**config.mk**
```make
export PLATFORM = sky130hd
export DESIGN_NAME = mdio_master_flat
export DESIGN_NICKNAME = d
export VERILOG_FILES = /design/src/rtl/mdio_pkg.sv /design/src/rtl/mdio_master_if.sv /design/src/rtl/mdc_clk_gen.sv /design/src/rtl/mdio_master.sv /design/src/flat_wrapper.sv
export SDC_FILE = /design/constraint.sdc
export NUM_CORES = 1
export LEC_CHECK = 0
export BUFFER_PORTS_ARGS = -buffer_cell sky130_fd_sc_hd__buf_4
export CELL_PAD_IN_SITES_DETAIL_PLACEMENT = 1
export CELL_PAD_IN_SITES_GLOBAL_PLACEMENT = 1
export CORE_ASPECT_RATIO = 1.2
export CORE_MARGIN = 4
export CORE_UTILIZATION = 42
export CTS_CLUSTER_DIAMETER = 60
export DETAILED_ROUTE_END_ITERATION = 8
export PLACE_DENSITY = 0.81
export SLEW_MARGIN = 15
export SYNTH_ARGS = -nofsm -noshare
export SYNTH_HDL_FRONTEND = slang
export SYNTH_SLANG_ARGS = --single-unit
```
**constraint.sdc**
```tcl
create_clock -name clk -period 3.28 [get_ports clk]
set_input_delay 0.164 -clock clk [delete_from_list [all_inputs] [get_ports clk]]
set_output_delay 0.164 -clock clk [all_outputs]
set_load 0.05 [all_outputs]
```
**src/rtl/mdio_pkg.sv**
```systemverilog
// Shared MDIO Clause-22 encodings, frame geometry and FSM state type.
package mdio_pkg;

  localparam int PREAMBLE_LEN = 32;
  localparam int FRAME_LEN    = 64;

  localparam logic [1:0] ST_CODE  = 2'b01;
  localparam logic [1:0] OP_WRITE = 2'b01;
  localparam logic [1:0] OP_READ  = 2'b10;
  localparam logic [1:0] TA_WRITE = 2'b10;

  typedef enum logic [2:0] {
    S_IDLE,
    S_PRE,
    S_HDR,
    S_TA,
    S_DATA
  } state_e;

  // Read frames release the pad from TA onward, so those positions are just ones.
  function automatic logic [FRAME_LEN-1:0] build_frame(input logic rd,
                                                       input logic [4:0] pa,
                                                       input logic [4:0] ra,
                                                       input logic [15:0] wd);
    return {{PREAMBLE_LEN{1'b1}}, ST_CODE, (rd ? OP_READ : OP_WRITE), pa, ra,
            (rd ? 2'b11 : TA_WRITE), (rd ? 16'hFFFF : wd)};
  endfunction

endpackage

```
**src/rtl/mdio_master_if.sv**
```systemverilog
// Request/response bus between a host and mdio_master.
// Carries no_pre only when MDIO_PREAMBLE_SUPPRESS_EN is defined.
interface mdio_master_if;
  logic        start;
  logic        op_read;
  logic [4:0]  phy_addr;
  logic [4:0]  reg_addr;
  logic [15:0] wr_data;
  logic        busy;
  logic        done;
  logic [15:0] rd_data;
  logic        rd_err;
`ifdef MDIO_PREAMBLE_SUPPRESS_EN
  logic        no_pre;

  modport master (output start, op_read, phy_addr, reg_addr, wr_data, no_pre,
                  input  busy, done, rd_data, rd_err);
  modport slave  (input  start, op_read, phy_addr, reg_addr, wr_data, no_pre,
                  output busy, done, rd_data, rd_err);
`else
  modport master (output start, op_read, phy_addr, reg_addr, wr_data,
                  input  busy, done, rd_data, rd_err);
  modport slave  (input  start, op_read, phy_addr, reg_addr, wr_data,
                  output busy, done, rd_data, rd_err);
`endif
endinterface

```
**src/rtl/mdc_clk_gen.sv**
```systemverilog
// MDC divider: down-counter over CLK_DIV cycles per half-period, strobing
// mdc_rise at the end of the low half and bit_start at the end of the high half.
module mdc_clk_gen #(
  parameter int CLK_DIV = 10
) (
  input  logic clk,
  input  logic rst,
  input  logic run,
  input  logic load,
  output logic bit_start,
  output logic mdc_rise
);

  logic [7:0] cnt;
  logic       phase;
  logic       tc;

  always_ff @(posedge clk or posedge rst) begin
    if (rst) begin
      cnt   <= 8'd0;
      phase <= 1'b0;
    end else if (load) begin
      cnt   <= 8'(CLK_DIV - 1);
      phase <= 1'b0;
    end else if (!run) begin
      cnt   <= 8'd0;
      phase <= 1'b0;
    end else if (cnt == 8'd0) begin
      cnt   <= 8'(CLK_DIV - 1);
      phase <= ~phase;
    end else begin
      cnt <= cnt - 8'd1;
    end
  end

  assign tc        = run && (cnt == 8'd0);
  assign mdc_rise  = tc && !phase;
  assign bit_start = tc && phase;

endmodule

```
**src/rtl/mdio_master.sv**
```systemverilog
// Clause-22 MDIO management master (frame FSM, pad control, read capture).
// Optional MDIO_PREAMBLE_SUPPRESS_EN adds bus.no_pre to skip the 32-bit preamble.
module mdio_master
  import mdio_pkg::*;
#(
  parameter int CLK_DIV = 10
) (
  input  logic         clk,
  input  logic         rst,
  mdio_master_if.slave bus,
  output logic         mdc,
  output logic         mdio_o,
  output logic         mdio_t,
  input  logic         mdio_i
);

  // state  | meaning
  // S_IDLE | waiting for start, pad released, mdc low
  // S_PRE  | 32 preamble ones
  // S_HDR  | ST, OP, PHY and register address (14 bits)
  // S_TA   | turnaround (2 bits); reads release the pad here
  // S_DATA | 16 payload bits, then done
  state_e          state;
  logic [4:0]      bit_cnt;
  logic [63:0]     tx_sr;
  logic [15:0]     rx_sr;
  logic            op_read_q;
  logic            ta_q;
  logic            busy_q;
  logic            done_q;
  logic [15:0]     rd_data_q;
  logic            rd_err_q;
  logic            accept;
  logic            skip_pre;
  logic            bit_start;
  logic            mdc_rise;
  logic [63:0]     frame;

`ifdef MDIO_PREAMBLE_SUPPRESS_EN
  assign skip_pre = bus.no_pre;
`else
  assign skip_pre = 1'b0;
`endif

  assign accept = (state == S_IDLE) && !done_q && bus.start;
  assign frame  = build_frame(bus.op_read, bus.phy_addr, bus.reg_addr, bus.wr_data);

  mdc_clk_gen #(.CLK_DIV(CLK_DIV)) u_clk_gen (
    .clk       (clk),
    .rst       (rst),
    .run       (busy_q),
    .load      (accept),
    .bit_start (bit_start),
    .mdc_rise  (mdc_rise)
  );

  always_ff @(posedge clk or posedge rst) begin
    if (rst) begin
      state     <= S_IDLE;
      bit_cnt   <= 5'd0;
      tx_sr     <= '1;
      rx_sr     <= 16'h0000;
      op_read_q <= 1'b0;
      ta_q      <= 1'b0;
      busy_q    <= 1'b0;
      done_q    <= 1'b0;
      rd_data_q <= 16'h0000;
      rd_err_q  <= 1'b0;
      mdc       <= 1'b0;
      mdio_o    <= 1'b1;
      mdio_t    <= 1'b0;
    end else begin
      done_q <= 1'b0;
      if (state == S_IDLE) begin
        if (accept) begin
          busy_q    <= 1'b1;
          op_read_q <= bus.op_read;
          mdio_t    <= 1'b1;
          mdc       <= 1'b0;
          if (skip_pre) begin
            state   <= S_HDR;
            bit_cnt <= 5'd13;
            mdio_o  <= frame[31];
            tx_sr   <= {frame[30:0], {33{1'b1}}};
          end else begin
            state   <= S_PRE;
            bit_cnt <= 5'(PREAMBLE_LEN - 1);
            mdio_o  <= frame[63];
            tx_sr   <= {frame[62:0], 1'b1};
          end
        end
      end else begin
        if (mdc_rise) begin
          mdc <= 1'b1;
          if (state == S_TA && bit_cnt == 5'd0) ta_q <= mdio_i;
          if (state == S_DATA) rx_sr <= {rx_sr[14:0], mdio_i};
        end
        if (bit_start) begin
          mdc    <= 1'b0;
          mdio_o <= tx_sr[63];
          tx_sr  <= {tx_sr[62:0], 1'b1};
          if (bit_cnt != 5'd0) begin
            bit_cnt <= bit_cnt - 5'd1;
          end else begin
            case (state)
              S_PRE: begin
                state   <= S_HDR;
                bit_cnt <= 5'd13;
              end
              S_HDR: begin
                state   <= S_TA;
                bit_cnt <= 5'd1;
                if (op_read_q) mdio_t <= 1'b0;
              end
              S_TA: begin
                state   <= S_DATA;
                bit_cnt <= 5'd15;
              end
              default: begin
                state   <= S_IDLE;
                busy_q  <= 1'b0;
                done_q  <= 1'b1;
                mdio_o  <= 1'b1;
                mdio_t  <= 1'b0;
                if (op_read_q) begin
                  rd_data_q <= rx_sr;
                  rd_err_q  <= ta_q;
                end
              end
            endcase
          end
        end
      end
    end
  end

  assign bus.busy    = busy_q;
  assign bus.done    = done_q;
  assign bus.rd_data = rd_data_q;
  assign bus.rd_err  = rd_err_q;

endmodule

```
**src/flat_wrapper.sv**
```systemverilog
// flat-port wrapper written by rule: the top's interface ports become plain ports
module mdio_master_flat import mdio_pkg::*;
#(
  parameter int CLK_DIV = 10
)
  (clk, rst, mdc, mdio_o, mdio_t, mdio_i, bus_start, bus_op_read, bus_phy_addr, bus_reg_addr, bus_wr_data, bus_busy, bus_done, bus_rd_data, bus_rd_err);
  mdio_master_if bus_i ();
  input  logic clk;
  input  logic rst;
  output logic mdc;
  output logic mdio_o;
  output logic mdio_t;
  input  logic mdio_i;
  input wire logic [$bits(bus_i.start)-1:0] bus_start;
  input wire logic [$bits(bus_i.op_read)-1:0] bus_op_read;
  input wire logic [$bits(bus_i.phy_addr)-1:0] bus_phy_addr;
  input wire logic [$bits(bus_i.reg_addr)-1:0] bus_reg_addr;
  input wire logic [$bits(bus_i.wr_data)-1:0] bus_wr_data;
  output wire logic [$bits(bus_i.busy)-1:0] bus_busy;
  output wire logic [$bits(bus_i.done)-1:0] bus_done;
  output wire logic [$bits(bus_i.rd_data)-1:0] bus_rd_data;
  output wire logic [$bits(bus_i.rd_err)-1:0] bus_rd_err;
  assign bus_i.start = bus_start;
  assign bus_i.op_read = bus_op_read;
  assign bus_i.phy_addr = bus_phy_addr;
  assign bus_i.reg_addr = bus_reg_addr;
  assign bus_i.wr_data = bus_wr_data;
  assign bus_busy = bus_i.busy;
  assign bus_done = bus_i.done;
  assign bus_rd_data = bus_i.rd_data;
  assign bus_rd_err = bus_i.rd_err;
  mdio_master #(.CLK_DIV(CLK_DIV)) u_core (.clk(clk), .rst(rst), .bus(bus_i), .mdc(mdc), .mdio_o(mdio_o), .mdio_t(mdio_t), .mdio_i(mdio_i));
endmodule
```
## After elaboration in Yosys (flattened, before gate mapping)

Cells that the tools add are included.

| word-level totals | value |
|---|---|
| register bits after elaboration | 121 |
| output and inout port bits | 22 |
| word-level logic and storage cells | 102 |
| input port bits | 31 |

| cells by class | value |
|---|---|
| multiplexer cells | 44 |
| $add $sub $neg | 2 |
| eq/ne operators | 10 |
| reductions and logical operators | 27 |
| bitwise gates (word level) | 4 |

Operators by type and width:

| operator | number |
|---|---|
| $mux W64 | 3 |
| $mux W1 | 25 |
| $mux W8 | 3 |
| $mux W5 | 4 |
| $mux W16 | 1 |
| $pmux W5 S3 | 1 |
| $mux W3 | 4 |
| $reduce_and A3 Y1 | 4 |
| $reduce_and A5 Y1 | 2 |
| $reduce_bool A5 Y1 | 2 |
| $pmux W3 S3 | 1 |
| $logic_not A8 Y1 | 1 |
| $ne A2 B1 Y1 const B | 4 |
| $sub A8 B1 Y8 const B | 1 |
| $eq A3 B2 Y1 const B | 2 |
| $logic_and A1 B1 Y1 | 6 |
| $reduce_and A2 Y1 | 3 |
| $logic_not A5 Y1 | 1 |
| $sub A5 B1 Y5 const B | 1 |
| $not A1 Y1 | 4 |
| $reduce_and A4 Y1 | 1 |
| $eq A3 B1 Y1 const B | 1 |
| $eq A3 B3 Y1 const B | 1 |
| $logic_not A3 Y1 | 1 |
| 9 further kinds | 10 |

## Logic depth before layout (Yosys ltp)

| depth | value |
|---|---|
| depth after elaboration | 6 |
| depth in mapped cells | 9 |
| depth with buffers taken out | 6 |

## Hierarchy

A second synthesis with hierarchy kept.

| unflattened totals | value |
|---|---|
| cells, all modules | 501 |
| area total of the unflattened synthesis | 5301.3 um2 |

By module, submodules not included:

| module | area each (um2) | instances | cells an instance | sequential area each (um2) |
|---|---|---|---|---|
| mdio_master | 4790.8 | 1 | 446 | 2857.7 |
| mdc_clk_gen | 510.5 | 1 | 55 | 225.2 |

## Worst setup path before layout

No wires, ideal clock.

| path | value |
|---|---|
| path kind | register -> register |
| from | register u_core.bit_cnt[0] |
| to | register u_core.state[1] |
| data required time | 3.211 ns |
| clock period less this slack | 2.360 ns |
| arrival | 2.291 ns |
| cell stages (with the launch flop) | 9 |
| library setup time | 0.069 ns |
| buffers on the path | 2 |
| setup slack | 0.920 ns |
| cell sequence | dfrtp_1 -> inv_1 -> ha_1 -> or4b_1 -> buf_2 -> or4_1 -> buf_2 -> or4b_1 -> nand3_1 |

| on the way | value |
|---|---|
| longest elaborated chain between the ends | 3 |

Ends and longest elaborated chain:

| what | RTL line | RTL |
|---|---|---|
| start, declared | mdio_master.sv:24 | `logic [4:0] bit_cnt;` |
| start signal, assigned | mdio_master.sv:87 | `bit_cnt <= 5'(PREAMBLE_LEN - 1);` |
| start signal, assigned | mdio_master.sv:103 | `bit_cnt <= bit_cnt - 5'd1;` |
| $reduce_bool A5 Y1 | mdio_master.sv:102 | `if (bit_cnt != 5'd0) begin` |
| $ne A2 B1 Y1 (no source line) | n/a |  |
| $reduce_and A3 Y1 (no source line) | n/a |  |
| end signal, assigned | mdio_master.sv:107 | `state <= S_HDR;` |
| end signal, assigned | mdio_master.sv:111 | `state <= S_TA;` |
| end signal, assigned | mdio_master.sv:116 | `state <= S_DATA;` |
| end, declared | mdio_master.sv:23 | `state_e state;` |

No other way between the ends.
A chain may end at the register's enable or synchronous reset.

## Final worst setup path

| path | value |
|---|---|
| from | register u_core.u_clk_gen.cnt[0] |
| to | register u_core.tx_sr[29] |

| on the way | value |
|---|---|
| longest elaborated chain between the ends | 5 |

Ends and longest elaborated chain:

| what | RTL line | RTL |
|---|---|---|
| start, declared | mdc_clk_gen.sv:14 | `logic [7:0] cnt;` |
| start signal, assigned | mdc_clk_gen.sv:23 | `cnt <= 8'(CLK_DIV - 1);` |
| start signal, assigned | mdc_clk_gen.sv:29 | `cnt <= 8'(CLK_DIV - 1);` |
| start signal, assigned | mdc_clk_gen.sv:32 | `cnt <= cnt - 8'd1;` |
| $logic_not A8 Y1 | mdc_clk_gen.sv:36 | `assign tc = run && (cnt == 8'd0);` |
| $logic_and A1 B1 Y1 | mdc_clk_gen.sv:36 |  |
| $logic_and A1 B1 Y1 | mdc_clk_gen.sv:38 | `assign bit_start = tc && phase;` |
| $reduce_bool A2 Y1 (no source line) | n/a |  |
| $reduce_and A2 Y1 (no source line) | n/a |  |
| end signal, assigned | mdio_master.sv:84 | `tx_sr <= {frame[30:0], {33{1'b1}}};` |
| end signal, assigned | mdio_master.sv:89 | `tx_sr <= {frame[62:0], 1'b1};` |
| end signal, assigned | mdio_master.sv:101 | `tx_sr <= {tx_sr[62:0], 1'b1};` |
| end, declared | mdio_master.sv:25 | `logic [63:0] tx_sr;` |

No other way between the ends.

==> results.yml <==
sta:
  finalMaxSlewViolations: 0
  timing.final.crit_share_pct: 85.9
  hold_viol: 0
  finClkSkew_ps: 6.04
  fin_tns_setup_ps: 0
  setup_viol: 0
  worst_pin_slew_ps: 1090
  rsz0062_at_grt: "no"
  whs_ps: 51.5
  finalCriticalPeriod_ps: 2820
  relSlewSlack_pct: 27.3
  fmax_mhz: 355
setup_path:
  cp_data_required_time_ps: 3600
  path_class: "reg2reg"
  slowest_delay_ps: 640
  crit_fanout: 62
  worstPathArrival_ps: 3130
  cp-end-kind: "flop"
  path_cells: "inv_1 > ha_1 > or3b_2 > or3_2 > and2_2 > o31ai_1"
  r2r_cells: 6
  cp_slowest_cell: "or3_2"
  cp-start-kind: "flop"
logic_synthesis:
  syn_area_per_cell_sq_um: 10.6
  synth_common_cells: "64 x dfstp_2, 56 x dfrtp_1, 42 x inv_1"
  yosysUniqueCellTypes: 42
  yosysSeqAreaShare_pct: 58.2
  synth.most_common_cell: "dfstp_2"
  syn_inst: 502
  synth-edff-count: 0
  synth_nets: 536
  synth.top_cell.area_share_pct: 31.7
  synth_area_leaders: "dfstp_2 32%, dfrtp_1 26%, mux2_2 7.2%"
  syn_area_sq_um: 5300
  synth_flop_cell: "dfstp_2"
  ys_ff_latch: 120
  ys.warnings.count: 0
  synthArstFlopShare_pct: 100
  synth_top_area_cell: "dfstp_2"
job:
  drv_cap: 0
routing:
  wl_per_cell_um: 16.8
  routed_wl_um: 12200
  detail-route-antenna-nets: 0
  drt_iter0_markers: 147
  drc: 0
  vias: 3896
  drt-pass1-iter-count: 4
  via_per_inst: 5.40
clocking:
  ctsResizeCount: 0
  cts_tree: "built"
  clkLatencyLatePin_ps: 410
  cts_buffers: 17
  clk_pin_slew_ps: 50
  cts_buffer_depth: 2
  cts_sinks: 120
  htreeDepth: 4
  cts_root_buffer: "clkbuf_16"
pwr:
  powerDensity_nw_per_um2: 690
  p_leak_nw: 2.98
  finalPower_mw: 4.46
  vdd_drop_max_mv: 0.397
floorplanning:
  core_area_sq_um: 12200
  rows: 44
  ios: 53
  die_h_um: 131
  start_util_pct: 43.3
  die_area_sq_um: 14500
  die_x_um: 111
cells_and_area:
  finalInstanceArea_sq_um: 6460
  fin_nets: 582
  drive_above_1_share_pct: 34.8
  fillCellCount: 1334
  antenna_cells: 0
  fin_util_pct: 52.9
  area_growth_pct: 22.0
place:
  dp_hpwl_um: 7540
  gp_congestion: 0.760
  placedInstanceArea_sq_um: 5830
  port_buffers: 52
run_status:
  status: "complete, no violations"
grt:
  grt_max_degree: 65
  grt_overflow: 0
  grt_pass1_vias: 4307
  antenna_found_initial: 0
  track_usage_pct: 18.2
  grt_pass1_wl_um: 21300
hold_path:
  hold_path.class: "in2reg"
  holdPathStages: 3
## cells in the final DEF, fill, tap and decap left out, types with 2 or more instances in the layout
master | netlist | layout
dfrtp_1 | 56 | 56
clkbuf_16 | 0 | 19
buf_4 | 1 | 63
clkinv_2 | 0 | 3
nor3b_1 | 2 | 2
bufinv_16 | 0 | 2
xnor2_1 | 4 | 4
xor2_1 | 4 | 4
or4b_1 | 2 | 2
o31ai_1 | 2 | 2
and2_1 | 3 | 2
or4_1 | 3 | 3
nor2b_1 | 2 | 2
ha_1 | 3 | 3
nor4_1 | 3 | 3
a21o_1 | 2 | 2
dlygate4sd3_1 | 0 | 2
o21ai_1 | 13 | 13
mux2_2 | 34 | 34
nor3_1 | 40 | 39
mux2i_1 | 9 | 9
nand2_1 | 12 | 12
o21a_1 | 2 | 2
a21oi_1 | 38 | 38
a31oi_1 | 2 | 2
inv_1 | 42 | 41
nand3_1 | 33 | 33
clkbuf_1 | 27 | 4
clkbuf_8 | 0 | 3
inv_4 | 0 | 2
or3_1 | 21 | 20
dfstp_2 | 64 | 64
o22a_1 | 2 | 2
o21ai_0 | 37 | 37
nor2_1 | 18 | 18
## worst paths after layout
kind                       slack (ps)                           endpoint                         startpoint
hold reg to reg                   460       u_core.tx_sr[51]$_DFFE_PP1P_       u_core.tx_sr[51]$_DFFE_PP1P_
max in group asynchronous        1940       u_core.tx_sr[12]$_DFFE_PP1P_                                rst
setup reg to reg                  460       u_core.tx_sr[29]$_DFFE_PP1P_  u_core.u_clk_gen.cnt[0]$_DFF_PP0_
setup / recovery                  460       u_core.tx_sr[29]$_DFFE_PP1P_  u_core.u_clk_gen.cnt[0]$_DFF_PP0_
min in group asynchronous         410  u_core.bus.rd_data[1]$_DFFE_PP0P_                                rst
hold / removal                     50       u_core.tx_sr[24]$_DFFE_PP1P_                    bus_phy_addr[0]
## where the power goes
part / internal (mW) / switching, mW
registers: 1.70 / 0.138
clock network: 1.27 / 0.632
logic: 0.290 / 0.433
total: 3.25 / 1.20
## critical path, delay by kind of cell, from the launching register on
kind,cells,cell delay (ps)
buffers and inverters,1,90
AOI/OAI and AO/OA,1,360
and+or+nand+nor,3,1700
DFF,1,400
adders and majority gates,1,140
## sequential cells by signal, summed over array words and instances, names as in the netlist
name                    count
u_core.u_clk_gen.cnt        8
u_core.mdc                  1
u_core.state                3
u_core.tx_sr               63
u_core.op_read_q            1
u_core.bus.done             1
u_core.bit_cnt              5
u_core.bus.rd_err           1
u_core.mdio_o               1
u_core.rx_sr               16
u_core.mdio_t               1
u_core.bus.rd_data         16
u_core.u_clk_gen.phase      1
u_core.bus.busy             1
u_core.ta_q                 1
## cell type report
cell class	count	area, sq um	area share, %
clock buffer	26	532	8.23
clock inverter	6	81.3	1.26
inverter	42	160	2.48
multi-input combinational	302	1910	29.6
sequential	120	3080	47.7
tap	161	201	3.12
timing repair buffer	65	493	7.63
## routing by layer
layer / up-vias / track usage (%) / share of wire, %
li1: 1837 / - / -
met1: 1963 / 22.7 / 44
met2: 77 / 30.5 / 50
met3: 19 / 4.79 / 4.2
met4: 0 / 7.32 / 1.8
met5: - / 0 / 0
## cell families after synthesis
family	synth area share, %
AO/OA/AOI/OAI	10.5
buffers and inverters	5.83
AND/OR/NAND/NOR	14.5
XOR/XNOR	1.32
multiplexers	8.93
flip-flops	58.2
adder cells (fa/ha/maj)	0.709
## metrics by stage
stage               std cells  worst slack (ps)
global route              722               248
floorplan                 502              36.1
finish                    722               464
CTS                       722               447
detailed placement        688               398
global placement          688               580
## what timing repair did
item / in CTS / in global routing
buffers inserted: 0 / 0
endpoints found under the hold margin: 43 / 0
hold buffers: 2 / 0
Note: power is estimated with default switching activity, not from simulation.
